===== src/rtl/datamem_arb_pkg.sv =====
// Shared types for the data-memory arbiter.
//   arb_state_t : ARB (free arbitration), LOCKED_0 / LOCKED_1 (grant pinned to one port)
//   port_idx_t  : 1-bit requester index (0 = CPU load/store unit, 1 = loader/debug master)
//   NUM_PORTS   : number of requesters sharing the memory
//   port_onehot : converts a port index into a one-hot grant/response vector
package datamem_arb_pkg;

  localparam int NUM_PORTS = 2;

  typedef enum logic [1:0] {
    ARB      = 2'd0,
    LOCKED_0 = 2'd1,
    LOCKED_1 = 2'd2
  } arb_state_t;

  typedef logic port_idx_t;

  function automatic logic [NUM_PORTS-1:0] port_onehot(input port_idx_t p);
    return p ? 2'b10 : 2'b01;
  endfunction

endpackage


===== src/rtl/rr_arb2.sv =====
// Two-way combinational grant selector.
// Ports:
//   valid      in  2  per-port request valid
//   ptr        in  1  preferred port when round-robin
//   fixed_mode in  1  1: port 0 always preferred, ptr ignored
//   grant      out 2  one-hot grant, zero when nothing is valid
module rr_arb2
  import datamem_arb_pkg::*;
(
  input  logic [NUM_PORTS-1:0] valid,
  input  port_idx_t            ptr,
  input  logic                 fixed_mode,
  output logic [NUM_PORTS-1:0] grant
);

  port_idx_t pref;

  // Fixed priority is just round-robin with the preference pinned to port 0.
  always_comb begin
    pref  = fixed_mode ? 1'b0 : ptr;
    grant = '0;
    if (valid[pref]) begin
      grant = port_onehot(pref);
    end else if (valid[~pref]) begin
      grant = port_onehot(~pref);
    end
  end

endmodule


===== src/rtl/datamem_arbiter.sv =====
// Arbiter sharing one single-port, synchronous-read data memory between the
// CPU load/store unit (port 0) and the loader/debug master (port 1).
// At most one access per cycle; read data returns to the issuing port one
// cycle after the handshake. A lock keeps the grant on one port for atomic
// read-modify-write sequences.
// Ports:
//   clk, rst_n                 clock, asynchronous active-low reset
//   req_valid/ready/we/lock    per-port handshake and request attributes
//   req_addr0/1, req_wdata0/1  per-port address and write data
//   resp_valid, resp_rdata     one-cycle read response pulse and shared data
//   mem_address, mem_write_data, mem_write_enable, mem_read_data  memory side
module datamem_arbiter
  import datamem_arb_pkg::*;
#(
  parameter int DATA_WIDTH     = 32,
  parameter int ADDRESS_WIDTH  = 16,
  parameter int FIXED_PRIORITY = 0
) (
  input  logic                     clk,
  input  logic                     rst_n,
  input  logic [NUM_PORTS-1:0]     req_valid,
  output logic [NUM_PORTS-1:0]     req_ready,
  input  logic [NUM_PORTS-1:0]     req_we,
  input  logic [NUM_PORTS-1:0]     req_lock,
  input  logic [ADDRESS_WIDTH-1:0] req_addr0,
  input  logic [ADDRESS_WIDTH-1:0] req_addr1,
  input  logic [DATA_WIDTH-1:0]    req_wdata0,
  input  logic [DATA_WIDTH-1:0]    req_wdata1,
  output logic [NUM_PORTS-1:0]     resp_valid,
  output logic [DATA_WIDTH-1:0]    resp_rdata,
  output logic [ADDRESS_WIDTH-1:0] mem_address,
  output logic [DATA_WIDTH-1:0]    mem_write_data,
  output logic                     mem_write_enable,
  input  logic [DATA_WIDTH-1:0]    mem_read_data
);

  arb_state_t           state;
  port_idx_t            rr_ptr;
  logic                 pend_vld;
  port_idx_t            pend_port;
  logic [NUM_PORTS-1:0] arb_grant;
  logic                 xfer;
  port_idx_t            gnt_port;

  rr_arb2 u_rr_arb2 (
    .valid      (req_valid),
    .ptr        (rr_ptr),
    .fixed_mode (FIXED_PRIORITY != 0),
    .grant      (arb_grant)
  );

  // While locked, only the owner can be granted, even if it is idle.
  // Nothing is granted while reset is asserted.
  always_comb begin
    req_ready = '0;
    if (rst_n) begin
      case (state)
        ARB:      req_ready = arb_grant;
        LOCKED_0: req_ready = {1'b0, req_valid[0]};
        LOCKED_1: req_ready = {req_valid[1], 1'b0};
        default:  req_ready = '0;
      endcase
    end
  end

  // The ready vector is one-hot or zero, so bit 1 alone identifies the port.
  // When idle this selects port 0's address, which only costs a harmless read.
  assign xfer             = |req_ready;
  assign gnt_port         = req_ready[1];
  assign mem_address      = gnt_port ? req_addr1 : req_addr0;
  assign mem_write_data   = gnt_port ? req_wdata1 : req_wdata0;
  assign mem_write_enable = xfer & req_we[gnt_port];

  // Memory registers its read data, so it lines up with the pending-read flag.
  assign resp_valid = pend_vld ? port_onehot(pend_port) : '0;
  assign resp_rdata = mem_read_data;

  // Lock FSM, round-robin pointer and pending-read tracking.
  always_ff @(posedge clk or negedge rst_n) begin
    if (!rst_n) begin
      state     <= ARB;
      rr_ptr    <= 1'b0;
      pend_vld  <= 1'b0;
      pend_port <= 1'b0;
    end else begin
      pend_vld  <= xfer & ~req_we[gnt_port];
      pend_port <= gnt_port;
      if (xfer) begin
        case (state)
          ARB: begin
            rr_ptr <= ~gnt_port;
            if (req_lock[gnt_port]) begin
              state <= gnt_port ? LOCKED_1 : LOCKED_0;
            end
          end
          LOCKED_0, LOCKED_1: begin
            if (!req_lock[gnt_port]) begin
              state  <= ARB;
              rr_ptr <= ~gnt_port;
            end
          end
          default: state <= ARB;
        endcase
      end
    end
  end

endmodule


===== config.mk =====
export PLATFORM = sky130hd
export DESIGN_NAME = datamem_arbiter
export DESIGN_NICKNAME = d
export VERILOG_FILES = /design/src/rtl/datamem_arb_pkg.sv /design/src/rtl/rr_arb2.sv /design/src/rtl/datamem_arbiter.sv
export SDC_FILE = /design/constraint.sdc
export NUM_CORES = 1
export LEC_CHECK = 0
export ABC_AREA = 1
export CAP_MARGIN = 30
export CORE_ASPECT_RATIO = 0.5
export CORE_UTILIZATION = 22
export CTS_BUF_LIST = sky130_fd_sc_hd__clkbuf_2 sky130_fd_sc_hd__clkbuf_4 sky130_fd_sc_hd__clkbuf_8
export CTS_CLUSTER_DIAMETER = 50
export DETAILED_ROUTE_END_ITERATION = 10
export HOLD_SLACK_MARGIN = 0.12
export PLACE_DENSITY = 0.92
export SYNTH_ARGS = -nofsm -noshare
export SYNTH_HDL_FRONTEND = slang
export SYNTH_SLANG_ARGS = --single-unit
export TNS_END_PERCENT = 5

===== constraint.sdc =====
create_clock -name clk -period 1.6 [get_ports clk]
set_input_delay 0.24 -clock clk [delete_from_list [all_inputs] [get_ports clk]]
set_output_delay 0.24 -clock clk [all_outputs]
set_load 0.005 [all_outputs]

* Word-level counts from Yosys, hierarchy flattened *
Index checks and enable logic that the tools add are counted.

cells by class
  order comparisons = 3
  eq/ne operators = 4
  muxes and demuxes = 24
  bitwise operators = 5
  reductions and logical operators = 6

operators by type and width
  kind                                                                           count
  32-bit 2-to-1 mux                                                              1
  2-bit 2-to-1 mux                                                               10
  16-bit 2-to-1 mux                                                              1
  1-bit 2-to-1 mux                                                               9
  1-bit by 2-bit less-than comparator with 1-bit output (second input constant)  3
  2-bit case mux with 3 select lines                                             1
  3-bit AND reduction                                                            2
  2-bit != test (second input constant)                                          2
  2-bit case mux with 2 select lines                                             1
  2-bit OR reduction                                                             2
  1-bit inverter                                                                 3
  1-bit bitwise AND                                                              2
  2-bit by 1-bit equality test with 1-bit output (second input constant)         1
  2-bit equality test (second input constant)                                    1
  2-bit zero test                                                                1
  1-bit case mux with 2 select lines                                             1
  2-bit nonzero test                                                             1

word-level totals
  register bits after elaboration = 5
  bits of input ports = 136
  output and inout bits = 85
  logic and storage cells = 46

* Longest topological paths before layout *
Gate-level depths: netlist (run 1).

  word-level depth = 11
  depth in mapped cells = 10
  mapped depth without buffers = 10

* By module *
From an unflattened synthesis (run 1), not the netlist that was laid out.

unflattened totals
  cells, all modules = 257
  area, all modules = 1301.2 um^2

modules (own cells, without submodules)
  module           instances  cells an instance  area each (um^2)
  datamem_arbiter  1          250                1267.5
  rr_arb2          1          7                  33.8

* Worst setup path after synthesis (run 1) *
Ideal clock, no wire load.

  path type = register to output
  start point = register state[0]
  end point = output port mem_write_data[22]
  arrival = 1.282 ns
  slack = 0.078 ns
  stages on the path, launching flop included = 10
  buffers on the path = 1
  cells stage by stage = dfrtp_1 -> ha_1 -> inv_1 -> nand2_1 -> nor2_4 -> nand2_8 -> inv_4 -> buf_4 -> nand2_1 -> nand2_1

on the way
  longest elaborated chain between the ends = 4
  elaborated cells between the ends (all ways) = 6
  classes of those cells = 2 x eq/ne; 3 x mux; 1 x reduce/logical

ends and longest elaborated chain
  item                                               line                   source
  start, declared                                    datamem_arbiter.sv:37  arb_state_t state;
  start signal, assigned                             datamem_arbiter.sv:93  state <= gnt_port ? LOCKED_1 : LOCKED_0;
  2-bit equality test, or another cell as far along  datamem_arbiter.sv:57  case (state)
  2-bit case mux with 3 select lines (*)             datamem_arbiter.sv:57
  2-bit 2-to-1 mux (*)                               datamem_arbiter.sv:56  if (rst_n) begin
  via req_ready[1]                                   datamem_arbiter.sv:22  output logic [NUM_PORTS-1:0] req_ready,
  32-bit 2-to-1 mux (*)                              datamem_arbiter.sv:71  assign mem_write_data = gnt_port ? req_wdata1 : req_wdata0;
  end, declared                                      datamem_arbiter.sv:32  output logic [DATA_WIDTH-1:0] mem_write_data,

The timed path passes the listed nets; every way through them passes the cells marked *.

* Worst setup path in the final report (run 1) *
  start point = register state[1]
  end point = output port mem_write_data[29]

on the way
  longest elaborated chain between the ends = 4
  elaborated cells between the ends (all ways) = 6
  classes of those cells = 2 x eq/ne; 3 x mux; 1 x reduce/logical

ends and longest elaborated chain
  item                                               line
  2-bit equality test, or another cell as far along  datamem_arbiter.sv:57
  2-bit case mux with 3 select lines (*)             datamem_arbiter.sv:57
  2-bit 2-to-1 mux (*)                               datamem_arbiter.sv:56
  32-bit 2-to-1 mux (*)                              datamem_arbiter.sv:71

Mark *: on every way between the ends. The rest lies on a longest branch, timed or not.

==> results, run 1 <==
- The final non-filler cell total is 486.
- Counting I/O delays and the setup requirement, the final critical path takes 2.02 ns.
- Setup repair after global routing could not meet its margin everywhere.
- In the final timing run, aggregate negative setup slack is -18.61 ns.
- In the post-route analysis, the smallest setup slack over all paths is -0.416 ns.
- The kind of cell with the highest combined delay along the critical path is buffers and inverters.
- The reported max-cap violation count is 0.
- The arrival time at the worst endpoint is 1.78 ns.
- The critical path startpoint category is a flop.
- The sequential share of the synthesized area is 9.59%.
- The worst path uses 126% of the clock period.
- The number of buffers inserted during clock tree synthesis is 3.
- The worst-case IR drop observed on VDD is 734 uV.
- The critical path goes through buf_6 -> ha_4 -> inv_2 -> nand2_4 -> nand2_8 -> clkinv_8 -> buf_8 -> clkbuf_16 -> nand2_2 -> nand2_1 -> buf_2.
- The internal power of the cells totals 1790 uW.
- Entering global routing, the biggest net connects 33 pins.
- In this run the remaining antenna-violating nets after routing total 0.
- The post-synthesis instance area is 1310 um^2.
- The path type of the worst min-delay path is in2async.
- The buffer cell driving the clock tree root is sky130_fd_sc_hd__clkbuf_8.
- The largest driver fanout on the critical path is 8.
- The Yosys step of the flow raised 0 warnings.
- The final setup violation count is 54.
- Of the total power, registers draw 7.0%.
- The number of DRC markers in iteration 0 is 66.
- For the pin with the worst max-slew slack, the measured transition is 0.158 ns.
- The final reports fail on setup timing.
- The flow ran to the end, but the final reports show violations.
- The critical path contains buffers and inverters numbering 6 combined.
- The die height is 56.5 um.
- Counting flops and latches in the post-synthesis netlist gives 5.
- The largest stage delay on the critical path is 0.39 ns.
- The cell taking the most area after synthesis is sky130_fd_sc_hd__nand2_1.
- The worst register-to-register path has a setup slack of -0.24 ns.
- The total die area is 6260 um^2.
- After technology mapping, the gate count stands at 250.
- The placement row count is 19.
- STA classifies the critical path endpoint as a primary output.
- The clock passes through at most 2 buffers.
- The critical path data required time is 1.36 ns.
- Once placement completed, the tool counted placed cells totaling 456.
- Cells with a size suffix above 1 make up 35.1% of the layout.
- The final max-slew violation count was 0.
- Global routing used 17.6% of the available tracks across all layers.
- The critical path in this run is classified as reg2out.
- The core region is 5590 um^2.
- The number of antenna diodes in the final layout is 0.
- The initial antenna violation count is 0.
- The starting utilization of the core area is 23.4%.
- In the final routed layout, each cell accounts on average for 13.2 um.
- The number of cell instances on the worst register-to-register path is 13.
- Summed over all cells, the static leakage comes to 0.00169 uW.
- The area share of the leading cell type in the synthesized netlist is 46.3%.
- The first TritonRoute pass finished after 4 iterations.
- The count of pins on the block boundary is 221.
- The largest individual stage delay along the critical path comes from the cell sky130_fd_sc_hd__dfrtp_1.
- Wires add up to 6440 um.
- The post-detailed-route DRC marker count is 0.
- On the final layout, the worst clock skew is 0.000545 ns.
- The area growth from synthesis to layout is 142%.
- The clock tree from TritonCTS is built.
- The global route total overflow is 0.
- The first global-routing pass estimated 8800 um of wire.
- At the end of routability-driven placement, the weighted congestion stood at 0.856.
- The number of port buffers is 156.
- Dividing the detail-routed via count by the number of cells gives 4.20.
- The clock transition at the registers of the reported paths is 0.04 ns.
- The HPWL reported at the end of detailed placement is 4760 um.
- The max-slew headroom at the worst pin is 89.4%.
- The switching share of total power is 41.5%.
- The number of distinct library cell variants in the gate-level netlist after synthesis is 20.
- The number of hold-slack violations in the final timing report is 0.
- Across all layers, the routed design uses 2040 vias.
- The ratio of total power to cell area is 967 nW/um^2.
- The horizontal die dimension is 111 um.
- When the netlist entered floorplanning its net count stood at 390.
- The maximum achievable frequency is 496 MHz.
- The share of total power dissipated in combinational logic is 84.6%.
- The clock reaches the later pin of the worst-skew pair after 0.23 ns.
- The path length in cells of the critical path is 11.
- After the last flow step, the layout net total stands at 554.
- The number of levels in the clock H-tree is 1.
- The synthesized area divided by synthesized cell count is 5.22 um^2.
- The share of total power dissipated in the clock network is 8.4%.
- The total clock sinks is 5.
- The number of global-route vias before repair is 1774.
- Yosys attributes the largest share of cell area to sky130_fd_sc_hd__nand2_1 46%, sky130_fd_sc_hd__buf_4 21%, sky130_fd_sc_hd__dfrtp_1 9.6%.
- Hold repair after CTS inserted 0 buffers.
- The switching power is 1270 uW.
-- flip-flops by register name (all words and copies together), names as in the netlist --
| register | flops |
|---|---|
| pend_vld | 1 |
| rr_ptr | 1 |
| pend_port | 1 |
| state | 2 |
-- layer usage --
layer,up-vias,part of all wire [%],global-route usage [%]
met1,908,43,21.7
met2,82,49,30.2
met5,-,0,0
li1,1038,-,-
met4,0,0.96,3.62
met3,12,6.8,5.72
-- final timing paths --
| check | startpoint | end |
|---|---|---|
| setup / recovery | state[1]$_DFFE_PN0P_ | mem_write_data[29] |
| hold / removal | rst_n | state[0]$_DFFE_PN0P_ |
| setup reg to reg | state[1]$_DFFE_PN0P_ | state[1]$_DFFE_PN0P_ |
| hold reg to reg | rr_ptr$_DFFE_PN0P_ | rr_ptr$_DFFE_PN0P_ |
| max in group asynchronous | rst_n | pend_vld$_DFF_PN0_ |
| min in group clk | mem_read_data[11] | resp_rdata[11] |
-- layout make-up --
type                            instances  area (um^2)
Clock buffer                            4         48.8
Fill cell                             530         2420
Inverter                               15         68.8
Multi-Input combinational cell        188          956
Sequential cell                         5          125
Tap cell                               73         91.3
Timing Repair Buffer                  201         1870
-- cells in the final DEF, fill, tap and decap left out, types with 2 or more instances in the layout --
cell type                         instances
sky130_fd_sc_hd__buf_12                   3
sky130_fd_sc_hd__buf_2                   32
sky130_fd_sc_hd__buf_4                   26
sky130_fd_sc_hd__buf_6                   11
sky130_fd_sc_hd__buf_8                    2
sky130_fd_sc_hd__clkbuf_16                4
sky130_fd_sc_hd__clkbuf_2                11
sky130_fd_sc_hd__clkbuf_8                 3
sky130_fd_sc_hd__clkdlybuf4s50_1        105
sky130_fd_sc_hd__dfrtp_1                  5
sky130_fd_sc_hd__dlymetal6s2s_1           5
sky130_fd_sc_hd__ha_2                     2
sky130_fd_sc_hd__inv_1                   11
sky130_fd_sc_hd__inv_2                    3
sky130_fd_sc_hd__nand2_1                126
sky130_fd_sc_hd__nand2_2                 32
sky130_fd_sc_hd__nand2_4                  6
sky130_fd_sc_hd__nand3_1                  7
sky130_fd_sc_hd__nand3_2                  2
sky130_fd_sc_hd__nor2_1                   3
-- cell usage after synthesis, drive strengths merged --
cell type and n:
a21oi 1, ha 4, nand4 1, nand3 10
nor2 5, inv 15, buf 42, nand2 165
dfrtp 5, a21o 1, nand3b 1
-- metrics by stage --
stage	hold WS, ns	setup slack (ns)	power (uW)	area, um^2	utilization [%]
floorplan	-0.0556	0.0777	1220	1310	-
global placement	0.480	-0.622	2360	2830	50.6
detailed placement	0.480	-0.674	2400	2830	50.6
CTS	0.351	-0.708	2590	2880	51.5
global route	0.411	-0.495	3290	3160	56.6
finish	0.390	-0.416	3060	3160	56.6
-- what timing repair did --
| action | in CTS | in global routing |
|---|---|---|
| pin swaps | 3 | 9 |
| gates cloned | 0 | 5 |
| buffers inserted | 1 | 20 |
| hold endpoints to repair | 0 | 0 |
| setup endpoints to repair | 54 | 54 |
| resized for setup | 116 | 123 |
-- cells by family after synthesis --
family	Yosys count	synth area share [%]
fa+ha+maj	4	3.84
flops	5	9.59
simple gates	182	57.1
buf+inv	57	28.5
compound gates	2	0.959
-- worst register-to-register path, cell delays in order (launching register included) --
cell and delay [ns]:
sky130_fd_sc_hd__dfrtp_1 0.39, sky130_fd_sc_hd__ha_2 0.19, sky130_fd_sc_hd__inv_2 0.06, sky130_fd_sc_hd__nand2_4 0.05, sky130_fd_sc_hd__nor2_4 0.14, sky130_fd_sc_hd__nand2_8 0.12
sky130_fd_sc_hd__buf_6 0.15, sky130_fd_sc_hd__buf_8 0.13, sky130_fd_sc_hd__buf_4 0.16, sky130_fd_sc_hd__nand2_1 0.08, sky130_fd_sc_hd__nand3_1 0.07, sky130_fd_sc_hd__nand2_1 0.08
sky130_fd_sc_hd__nand3_1 0.07, sky130_fd_sc_hd__nand2_1 0.07
-- power groups by stage --
| stage | combinational (uW) | sequential, uW | clock [uW] |
|---|---|---|---|
| after floorplan | 1010 | 212 | 0 |
| after global placement | 2150 | 209 | 0 |
| after detailed placement | 2190 | 210 | 0 |
| after CTS | 2120 | 210 | 260 |
| after global routing | 2800 | 221 | 268 |
| final | 2590 | 214 | 257 |
Power figures use the tool's default switching activity.
==> run 2: changes to the inputs <==
Settings changed: CAP_MARGIN 30 to default.
==> results of run 2 <==
Same layout as run 1: the final DEF is identical, and so are final timing and power.
==> run 3: changes to the inputs <==
Settings changed: CELL_PAD_IN_SITES_DETAIL_PLACEMENT from default to 0, CELL_PAD_IN_SITES_GLOBAL_PLACEMENT from default to 1, CORE_UTILIZATION 22 to 11, PLACE_DENSITY 0.92 to default, PLACE_DENSITY_LB_ADDON from default to 0.1.
==> results, run 3 (synthesized netlist as in run 1, its figures left out) <==
- The post-route total power came to 3040 uW (was 3060 uW).
- The static leakage is 0.00162 uW (was 0.00169 uW).
- Critical-path cell list: ha_4 -> inv_2 -> nand2_2 -> nor2_4 -> nand2_8 -> inv_12 -> buf_6 -> buf_6 -> buf_6 -> nand2_1 -> nand2_1 -> buf_2 (was buf_6 -> ha_4 -> inv_2 -> nand2_4 -> nand2_8 -> clkinv_8 -> buf_8 -> clkbuf_16 -> nand2_2 -> nand2_1 -> buf_2).
- The arrival time at the worst endpoint was 1.77 ns (was 1.78 ns).
- The global routing met3 resource utilization is 2.40% (was 5.72%).
- The count of pins on the block boundary came to 221 (unchanged).
- The largest net degree at the start of global routing is 15 (was 33).
- The met1 usage in global routing is 12.6% (was 21.7%).
- The reg2reg setup slack is -0.17 ns (was -0.24 ns).
- The end of the worst register-to-register path is state[1]$_DFFE_PN0P_ (unchanged).
- The endpoint type of the worst setup path is a primary output (unchanged).
- The area growth from synthesis to layout is 147% (was 142%).
- The maximum achievable frequency is 498 MHz (was 496 MHz).
- The number of antenna diodes came to 0 (unchanged).
- The highest-delay cell along the critical path is sky130_fd_sc_hd__dfrtp_2 (was sky130_fd_sc_hd__dfrtp_1).
- The die height was 79.0 um (was 56.5 um).
- The share of post-route cells with drive strength above 1 is 36.0% (was 35.1%).
- The max-slew headroom at the worst pin came to 89.2% (was 89.4%).
- The number of flip-flops in the largest register came to 2 (unchanged).
- The reported max-cap violation count is 0 (unchanged).
- The number of iterations in the first detailed-routing pass is 4 (unchanged).
- The shortest period the worst path allows is 2.01 ns (was 2.02 ns).
- Failing checks: setup timing (unchanged).
- The global route total overflow was 0 (unchanged).
- The placement row count came to 27 (was 19).
- The clock transition at the registers of the reported paths is 0.03 ns (was 0.04 ns).
- The post-route clock skew came to 0.00128 ns (was 0.000545 ns).
- The buffer cell driving the clock tree root was sky130_fd_sc_hd__clkbuf_8 (unchanged).
- The most used routing layer in global routing is met2 (unchanged).
- The final max-slew violation count is 0 (unchanged).
- The post-detailed-route DRC marker count is 0 (unchanged).
- The number of port buffers came to 156 (unchanged).
- The maximum root-to-sink buffer count is 2 (unchanged).
- The mean number of vias per cell is 3.55 (was 4.20).
- The number of buffers inserted for hold repair after clock tree synthesis is 0 (unchanged).
- The clock tree from TritonCTS is built (unchanged).
- The wire length of the first global-routing pass is 10800 um (was 8800 um).
- Result of the run: finished, violations left (unchanged).
- The wire length per cell came to 12.6 um (was 13.2 um).
- The HPWL reported at the end of detailed placement came to 5370 um (was 4760 um).
- The critical path startpoint category is a flop (unchanged).
- The most prevalent standard cell on the critical path is sky130_fd_sc_hd__buf_6.
- Commonest non-fill, non-tap cells in the layout: 128 x sky130_fd_sc_hd__nand2_1, 105 x sky130_fd_sc_hd__clkdlybuf4s50_1, 41 x sky130_fd_sc_hd__buf_2 (was 126 x sky130_fd_sc_hd__nand2_1, 105 x sky130_fd_sc_hd__clkdlybuf4s50_1, 32 x sky130_fd_sc_hd__nand2_2, 32 x sky130_fd_sc_hd__buf_2, 26 x sky130_fd_sc_hd__buf_4).
- The final setup violation count was 55 (was 54).
- The clock network latency to the later pin of the worst-skew pair is 0.22 ns (was 0.23 ns).
- The ratio of total power to cell area is 945 nW/um^2 (was 967 nW/um^2).
- The worst hold slack across all endpoints is 0.374 ns (was 0.390 ns).
- The total routing resource utilization after global routing is 11.3% (was 17.6%).
- The remaining antenna violation count after routing came to 0 (unchanged).
- The number of global-route vias before repair is 2089 (was 1774).
- The gate family responsible for the most delay along the worst path is buffers and inverters (unchanged).
- The final net count is 549 (was 554).
- The wire length after detailed routing came to 7140 um (was 6440 um).
- The peak ir drop on the vdd network was 347 uV (was 734 uV).
- The initial antenna violation count was 0 (unchanged).
- The number of DRC markers in iteration 0 was 43 (was 66).
- The number of hold-slack violations in the final timing report is 0 (unchanged).
- The routability-driven placement congestion ratio is 0.720 (was 0.856).
- The setup slack of the critical path after layout was -0.407 ns (was -0.416 ns).
- The launching instance or port of the critical path is state[0]$_DFFE_PN0P_ (was state[1]$_DFFE_PN0P_).
- The met2 usage is 22.1% (was 30.2%).
- The number of vias in the routed layout came to 2011 (was 2040).
- The largest driver fanout on the critical path is 6 (was 8).
- The largest stage delay on the critical path is 0.44 ns (was 0.39 ns).
- The number of cell instances on the worst register-to-register path came to 12 (was 13).
- The final worst-path cycle share is 125% (was 126%).
- The path type of the worst min-delay path is in2async (unchanged).
- The total die area is 12300 um^2 (was 6260 um^2).
- The largest register by flop count was state (unchanged).
- The critical path class is reg2out (unchanged).
- The sum of buffers and inverters on the critical path is 6 (unchanged).
- The critical path data required time is 1.36 ns (about the same).
- The number of levels in the clock H-tree was 1 (unchanged).
- Setup repair after global routing missed its margin: yes (unchanged).
- The horizontal die dimension is 156 um (was 111 um).
- The starting utilization of the core area is 11.6% (was 23.4%).
- The pin slew with the least headroom to its limit came to 0.162 ns (was 0.158 ns).
- The startpoint of the worst register-to-register path is state[0]$_DFFE_PN0P_ (was state[1]$_DFFE_PN0P_).
- The number of buffers inserted during clock tree synthesis is 3 (unchanged).
- The total clock sinks is 5 (unchanged).
- The core region area is 11300 um^2 (was 5590 um^2).
- The most common cell after layout, fill and taps aside was sky130_fd_sc_hd__nand2_1 (unchanged).
run 3: cell count changes in the layout (fill, tap and decap cells not counted), sizes merged:
cell	before	now
buf	75	80
clkbuf	19	14
dlymetal6s2s	5	0
clkinv	1	0
inv	14	15
run 3: power breakdown:
| part | switching (uW) | internal (uW) | total [uW] |
|---|---|---|---|
| clock | 61.4 | 188 | 249 |
| combinational | 1150 | 1400 | 2550 |
| sequential | 58.2 | 183 | 241 |
run 3: stage by stage:
step | utilization (%) | setup slack, ns | area [um^2] | setup TNS [ns] | cells
floorplan | - | 0.0777 | 1310 | 0 | 250
global placement | 25.9 | -0.718 | 2920 | -33.70 | 540
detailed placement | 25.9 | -0.734 | 2920 | -34.24 | 540
CTS | 28.0 | -0.518 | 3160 | -22.88 | 564
global route | 28.5 | -0.519 | 3220 | -24.67 | 567
finish | 28.5 | -0.407 | 3220 | -18.92 | 567
run 3: what timing repair did:
item                       4_1_cts  5_1_grt
buffers inserted                15        3
setup endpoints to repair       54       55
gates cloned                     5        2
gates resized for setup        226       43
pin swaps                        7       10
run 3: metal layers:
metal | share of wire [%] | up-vias
met5 | 0 | -
li1 | - | 1032
met4 | 1.0 | 0
met2 | 54 | 71
met1 | 39 | 890
met3 | 6.1 | 18
run 3: worst max path at each step:
stage                         end  cells past startpoint
2_1_floorplan  mem_write_data[22]                      9
3_3_place_gp     mem_write_enable                      9
3_5_place_dp     mem_write_enable                      9
4_1_cts         mem_write_data[9]                     11
5_1_grt          mem_write_enable                     11
6_report       mem_write_data[22]                     12
run 3: final cells by class:
class | count | area, um^2
flip-flops and latches | 5 | 128
inverters | 15 | 68.8
fillers | 1269 | 8060
repair buffers | 196 | 1850
clock buffers | 4 | 48.8
well taps | 159 | 199
multi-input cells | 188 | 922
